<file path="src/rtl/spi_slave.sv">
// -----------------------------------------------------------------------------
// spi_slave
//
// SPI responder running entirely in the system clock domain. sclk, cs and
// mosi are oversampled through synchronizer chains and edges are detected
// by comparing the last synchronized stage with a one-clock delayed copy.
// Nothing here is clocked by sclk.
//
// Byte-wide user side:
//   transmit: one-byte holding register written through a valid/ready
//             handshake. The byte is copied into the shift register when a
//             transfer starts or at each byte boundary. An empty holding
//             register sends 8'h00 (underrun).
//   receive : rx_data holds the last complete byte. rx_valid pulses for one
//             clk when rx_data updates.
//
// Handshake: tx_data is written on every rising clk edge where
//   tx_valid && tx_ready. tx_ready is high exactly when the holding register
//   is empty. tx_ready does not depend on tx_valid. The source may raise
//   tx_valid at any time and must hold tx_data stable while tx_valid is high.
//
// Parameters:
//   CPOL        sclk idle level; must match the master.
//   CPHA        0: sample on leading edge, shift on trailing edge.
//               1: shift on leading edge, sample on trailing edge.
//   SYNC_STAGES synchronizer depth on sclk, cs and mosi (>= 2).
//
// Ports:
//   clk        system clock; all logic on the rising edge.
//   rst        asynchronous active-low reset.
//   sclk       SPI clock from the master (f_sclk <= f_clk/8).
//   cs         chip select, active low.
//   mosi       master-out data.
//   miso       slave-out data.
//   miso_oe    miso output enable, high only while selected.
//   tx_data    next byte to transmit.
//   tx_valid   tx_data is valid.
//   tx_ready   holding register empty.
//   rx_data    last complete received byte.
//   rx_valid   one-clk pulse when rx_data updates.
//   busy       high while the synchronized cs is asserted.
//   state_dbg  current FSM state (0 = IDLE, 1 = ACTIVE).
// -----------------------------------------------------------------------------
module spi_slave #(
    parameter logic CPOL        = 1'b0,
    parameter logic CPHA        = 1'b0,
    parameter int   SYNC_STAGES = 2
) (
    input  logic       clk,
    input  logic       rst,
    input  logic       sclk,
    input  logic       cs,
    input  logic       mosi,
    output logic       miso,
    output logic       miso_oe,
    input  logic [7:0] tx_data,
    input  logic       tx_valid,
    output logic       tx_ready,
    output logic [7:0] rx_data,
    output logic       rx_valid,
    output logic       busy,
    output logic       state_dbg
);

    typedef enum logic {
        IDLE   = 1'b0,
        ACTIVE = 1'b1
    } state_t;

    state_t state;
    state_t state_next;

    // ------------------------------------------------------------------
    // Synchronizers and edge detection
    // ------------------------------------------------------------------
    logic [SYNC_STAGES-1:0] sclk_sync;
    logic [SYNC_STAGES-1:0] cs_sync;
    logic [SYNC_STAGES-1:0] mosi_sync;
    logic                   sclk_d;
    logic                   cs_d;

    // The cs chain resets to the asserted level. A cs still held low across
    // reset release then produces no falling edge. The next transfer only
    // starts after the master deselects and selects again.
    always_ff @(posedge clk or negedge rst) begin
        if (!rst) begin
            sclk_sync <= {SYNC_STAGES{CPOL}};
            cs_sync   <= '0;
            mosi_sync <= '0;
            sclk_d    <= CPOL;
            cs_d      <= 1'b0;
        end else begin
            sclk_sync <= {sclk_sync[SYNC_STAGES-2:0], sclk};
            cs_sync   <= {cs_sync[SYNC_STAGES-2:0], cs};
            mosi_sync <= {mosi_sync[SYNC_STAGES-2:0], mosi};
            sclk_d    <= sclk_sync[SYNC_STAGES-1];
            cs_d      <= cs_sync[SYNC_STAGES-1];
        end
    end

    logic sclk_s;
    logic cs_s;
    logic mosi_s;
    logic lead_edge;
    logic trail_edge;
    logic sample_edge;
    logic shift_edge;
    logic cs_fall;
    logic cs_rise;

    assign sclk_s      = sclk_sync[SYNC_STAGES-1];
    assign cs_s        = cs_sync[SYNC_STAGES-1];
    assign mosi_s      = mosi_sync[SYNC_STAGES-1];
    assign lead_edge   = (sclk_d == CPOL) && (sclk_s != CPOL);
    assign trail_edge  = (sclk_d != CPOL) && (sclk_s == CPOL);
    assign sample_edge = CPHA ? trail_edge : lead_edge;
    assign shift_edge  = CPHA ? lead_edge : trail_edge;
    assign cs_fall     = cs_d & ~cs_s;
    assign cs_rise     = ~cs_d & cs_s;

    // ------------------------------------------------------------------
    // Datapath registers
    // ------------------------------------------------------------------
    logic [7:0] hold_data;
    logic       hold_full;
    logic [7:0] tx_shift;
    logic [7:0] rx_shift;
    logic [2:0] bit_cnt;

    // ------------------------------------------------------------------
    // FSM: state register
    // ------------------------------------------------------------------
    always_ff @(posedge clk or negedge rst) begin
        if (!rst) begin
            state <= IDLE;
        end else begin
            state <= state_next;
        end
    end

    // ------------------------------------------------------------------
    // FSM: next state and per-cycle control strobes
    // ------------------------------------------------------------------
    logic start;      // transfer begins: load shift register
    logic do_sample;  // capture one mosi bit
    logic do_shift;   // advance miso
    logic byte_done;  // this sample completes a byte
    logic reload;     // byte boundary with cs still low
    logic stop;       // cs released: back to idle

    always_comb begin
        state_next = state;
        start      = 1'b0;
        do_sample  = 1'b0;
        do_shift   = 1'b0;
        byte_done  = 1'b0;
        reload     = 1'b0;
        stop       = 1'b0;
        miso_oe    = 1'b0;
        busy       = 1'b0;
        case (state)
            IDLE: begin
                if (cs_fall) begin
                    state_next = ACTIVE;
                    start      = 1'b1;
                end
            end
            ACTIVE: begin
                miso_oe   = 1'b1;
                busy      = 1'b1;
                do_sample = sample_edge;
                do_shift  = shift_edge;
                byte_done = sample_edge && (bit_cnt == 3'd7);
                // A byte completing together with cs rising is still
                // delivered. Leave the holding register untouched so an
                // unsent byte waits for the next transfer.
                reload    = byte_done && !cs_rise;
                if (cs_rise) begin
                    state_next = IDLE;
                    stop       = 1'b1;
                end
            end
            default: begin
                state_next = IDLE;
            end
        endcase
    end

    assign state_dbg = (state == ACTIVE);

    // ------------------------------------------------------------------
    // Transmit holding register
    // ------------------------------------------------------------------
    logic       consume;
    logic [7:0] load_byte;

    assign consume   = start | reload;
    assign load_byte = hold_full ? hold_data : 8'h00;
    assign tx_ready  = ~hold_full;

    // Consume and write cannot both hit a full register. A write requires
    // it empty. So when a write lands in a consume cycle, the register was
    // empty (8'h00 went out) and the new byte simply fills it.
    always_ff @(posedge clk or negedge rst) begin
        if (!rst) begin
            hold_data <= 8'h00;
            hold_full <= 1'b0;
        end else begin
            if (consume) begin
                hold_full <= 1'b0;
            end
            if (tx_valid && tx_ready) begin
                hold_data <= tx_data;
                hold_full <= 1'b1;
            end
        end
    end

    // ------------------------------------------------------------------
    // Shift registers, bit counter, miso and receive output
    // ------------------------------------------------------------------
    always_ff @(posedge clk or negedge rst) begin
        if (!rst) begin
            tx_shift <= 8'h00;
            rx_shift <= 8'h00;
            bit_cnt  <= 3'd0;
            miso     <= 1'b0;
            rx_data  <= 8'h00;
            rx_valid <= 1'b0;
        end else begin
            rx_valid <= 1'b0;

            if (start) begin
                tx_shift <= load_byte;
                bit_cnt  <= 3'd0;
                // In CPHA=0 the master samples on the first edge, so bit 7
                // must already be on miso when cs falls.
                if (CPHA == 1'b0) begin
                    miso <= load_byte[7];
                end
            end

            if (do_sample) begin
                rx_shift <= {rx_shift[6:0], mosi_s};
                bit_cnt  <= bit_cnt + 3'd1;
                if (byte_done) begin
                    rx_data  <= {rx_shift[6:0], mosi_s};
                    rx_valid <= 1'b1;
                end
            end

            if (reload) begin
                tx_shift <= load_byte;
            end

            if (do_shift) begin
                if (CPHA == 1'b0) begin
                    // The shift register was reloaded at the 8th sample.
                    // The trailing edge after it presents the new bit 7
                    // instead of shifting past it.
                    if (bit_cnt == 3'd0) begin
                        miso <= tx_shift[7];
                    end else begin
                        miso     <= tx_shift[6];
                        tx_shift <= {tx_shift[6:0], 1'b0};
                    end
                end else begin
                    miso     <= tx_shift[7];
                    tx_shift <= {tx_shift[6:0], 1'b0};
                end
            end

            if (stop) begin
                bit_cnt <= 3'd0;
                miso    <= 1'b0;
            end
        end
    end

endmodule

</file>
<file path="config.mk">
export PLATFORM = sky130hd
export DESIGN_NAME = spi_slave
export DESIGN_NICKNAME = d
export VERILOG_FILES = /design/src/rtl/spi_slave.sv
export SDC_FILE = /design/constraint.sdc
export NUM_CORES = 1
export LEC_CHECK = 0
export BUFFER_PORTS_ARGS = -buffer_cell sky130_fd_sc_hd__buf_2
export CORE_UTILIZATION = 59
export CTS_CLUSTER_SIZE = 30
export DETAILED_ROUTE_END_ITERATION = 16
export PLACE_DENSITY_LB_ADDON = 0.05
export SYNTH_ARGS = -nofsm -noshare
export SYNTH_HDL_FRONTEND = slang
export SYNTH_SLANG_ARGS = --single-unit
</file>
<file path="constraint.sdc">
create_clock -name clk -period 2.4 [get_ports clk]
set_input_delay 0.48 -clock clk [delete_from_list [all_inputs] [get_ports clk]]
set_output_delay 0.48 -clock clk [all_outputs]
set_load 0.01 [all_outputs]
</file>
==> flow_summary_export.csv <==
group,metric,value,unit
hold_path,hold_path_class,"in -> async",
clock_network,clkSinkCount,46,
setup_path,r2r.worst_path.cells,2,
sta,skew,0.0126,ns
clock_network,ctsResizeCount,0,
setup_path,worstPathMaxFanout,12,
setup_path,slowest_delay,0.68,ns
sta,setup_viol_count_final,0,
floorplanning,rows,20,
finish,multi_input_area,634,um^2
clock_network,cts_hold_buffers,0,
place,dp_cells,224,
setup_path,reg2reg_from,"hold_full",
floorplanning,dieArea,3380,um^2
finish,syn2layout_area_growth,11.7,%
floorplanning,die_w,58.2,um
job,max_cap_viol_count,0,
finish,antenna_cells,0,
floorplanning,initial_core_util,61.4,%
sta,fmax,579,MHz
floorplanning,ioPinCount,28,
pwr,p_per_area,930,nW/um^2
sta,slew-limit-headroom,47.2,%
global_routing,antenna_found_initial,0,
sta,finalCritPeriodShare,71.9,%
logic_synthesis,synth_cells,160,
sta,period_minus_slack,1.73,ns
floorplanning,core_area,3030,um^2
routing,postRouteAntennaNets,0,
sta,rsz0062_at_grt,"no",
clock_network,cts_max_path_buffers,2,
setup_path,critPathLaunchType,"flip-flop",
routing,routed_wl,3210,um
logic_synthesis,syn-num-nets,177,
clock_network,root_buffer,"clkbuf_4",
setup_path,worstSetupPathType,"reg -> reg",
clock_network,cts_tree,"built",
global_routing,grt_max_degree,47,
pwr,p_leak,0.00104,uW
global_routing,grt_pass1_wl,5440,um
clock_network,cts.clk_slew.worst_paths,0.13,ns
run_status,outcome,"complete, no violations",
setup_path,arrival,1.97,ns
logic_synthesis,synthArstFlopShare,100,%
routing,drt_iter0_markers,94,
clock_network,cts_setup_buffers,0,
finish,nets,204,
sta,hold_viol,0,
setup_path,reg2reg_to,"hold_data[5]",
global_routing,grt_pass1_vias,1194,
sta,slew_viol_final,0,
finish,final_cells,232,
finish,seq_area,1150,um^2
clock_network,clk_latency,0.35,ns
routing,vias,1252,
routing,viasPerCell,5.40,
global_routing,grt_use_total,21.9,%
logic_synthesis,synth.distinct_cells,30,
routing,routedWlPerCell,13.8,um
sta,tightest_slew,0.790,ns
logic_synthesis,syn_area_per_cell,11.6,um^2
routing,drc,0,
global_routing,grt-ovfl-total,0,
clock_network,cts_made_buffers,5,
clock_network,cts_max_level,2,
sta,tns,0,ns
pwr,vdd.ir_drop.worst,0.522,mV
place,hpwlAfterDp,2160,um
place,io_buffers,27,
logic_synthesis,yosysWarnings,0,
setup_path,critPathSlowestCell,"nor2b_1",
setup_path,required,2.64,ns
setup_path,path_delay_family,"simple AND/OR/NAND/NOR gates",
logic_synthesis,syn_area,1860,um^2
logic_synthesis,synth_top_flop_cell,"dfrtp_1",
setup_path,path_buf_inv,0,
finish,nFillCells,236,
logic_synthesis,ys_seq_area_share,61.9,%
setup_path,ff2ff_setup_slack,0.67,ns
finish,drive_above_1_share,28.2,%
routing,dr.pass1.iters,4,
place,place_congestion,0.750,
floorplanning,die-height,58.2,um
logic_synthesis,synth-seq-cells,46,
logic_synthesis,synth_edf_count,0,
setup_path,end_kind,"flip-flop",
setup_path,path_cells,"nor2b_1, mux2_2",
==> worst max path at each step <==
| stage | endpoint | startpoint | slack [ns] | depth (start not counted) |
|---|---|---|---|---|
| floorplan | hold_full | state_dbg | 0.88 | 5 |
| global placement | hold_data[0] | tx_valid | 0.74 | 3 |
| detailed placement | hold_data[0] | tx_valid | 0.69 | 3 |
| CTS | rx_data[7] | bit_cnt[1] | 0.68 | 7 |
| global route | hold_data[5] | hold_full | 0.53 | 2 |
| finish | hold_data[5] | hold_full | 0.67 | 2 |
==> cell type report <==
| class | instances | area share, % |
|---|---|---|
| clock buffer | 7 | 2.65 |
| clock inverter | 1 | 0.241 |
| tap | 44 | 2.65 |
| multi-input combinational | 101 | 30.5 |
| inverter | 4 | 0.722 |
| sequential | 46 | 55.4 |
| timing repair buffer | 29 | 7.83 |
==> per-stage QoR <==
stage                     utilization [%]  hold WS [ns]  worst slack [ns]  area, um^2  total power [uW]
after floorplan                         -         0.184             0.877        1860              1440
after global placement               66.7         0.335             0.737        2020              1540
after detailed placement             66.7         0.336             0.694        2020              1570
after CTS                            68.6        0.0888             0.678        2080              1940
after global routing                 68.6        0.0737             0.526        2080              2060
final                                68.6        0.0815             0.674        2080              1930
==> sequential cells by signal (all words and copies together) (netlist names) <==
| register | count |
|---|---|
| hold_data | 8 |
| rx_data | 8 |
| tx_shift | 8 |
| rx_shift | 7 |
| bit_cnt | 3 |
| cs_sync | 2 |
| mosi_sync | 2 |
| sclk_sync | 2 |
| cs_d | 1 |
| hold_full | 1 |
| miso | 1 |
| rx_valid | 1 |
| sclk_d | 1 |
| state_dbg | 1 |
==> cell families after synthesis <==
family | Yosys count | synth area share (%)
AO/OA/AOI/OAI | 20 | 7.60
adder cells (fa/ha/maj) | 3 | 2.02
buffers and inverters | 13 | 4.03
flip-flops | 46 | 61.9
multiplexers | 15 | 9.08
AND/OR/NAND/NOR | 63 | 15.4
==> metal layers <==
layer  track usage [%]  wire length, um  up-vias
met2              34.2             1550       43
li1                  -                -      590
met3              6.03              158        5
met1              30.0             1450      614
met4              7.14               45        0
met5                 0                0        -
==> cell usage after synthesis, types with 2 or more instances <==
| master | number | area, um^2 |
|---|---|---|
| ha_1 | 3 | 37.5 |
| buf_6 | 2 | 22.5 |
| clkbuf_1 | 2 | 7.51 |
| nand2_1 | 35 | 131 |
| buf_2 | 3 | 15.0 |
| nor2b_1 | 4 | 25.0 |
| a21oi_1 | 3 | 15.0 |
| a31oi_1 | 7 | 43.8 |
| buf_4 | 2 | 15.0 |
| nand3_1 | 9 | 45.0 |
| o21ai_0 | 2 | 10.0 |
| nor2_1 | 9 | 33.8 |
| mux2_2 | 15 | 169 |
| dfrtp_1 | 46 | 1150 |
| inv_1 | 3 | 11.3 |
==> report_power, final <==
| part | leakage [uW] | internal [uW] | switching [uW] |
|---|---|---|---|
| combinational | 0.000430 | 215 | 171 |
| sequential | 0.000573 | 1000 | 168 |
| clock | 0.0000353 | 142 | 235 |
==> cell usage in the layout (no fill, tap or decap), types with 2 or more instances in the layout <==
master,instances
dfrtp_1,46
nand2_1,35
buf_2,27
mux2_2,15
nand3_1,9
nor2_1,9
a31oi_1,7
clkbuf_4,5
nor2b_1,4
inv_1,3
a21oi_1,3
ha_1,3
o21ai_0,2
Note: power is estimated with default switching activity, not from simulation.
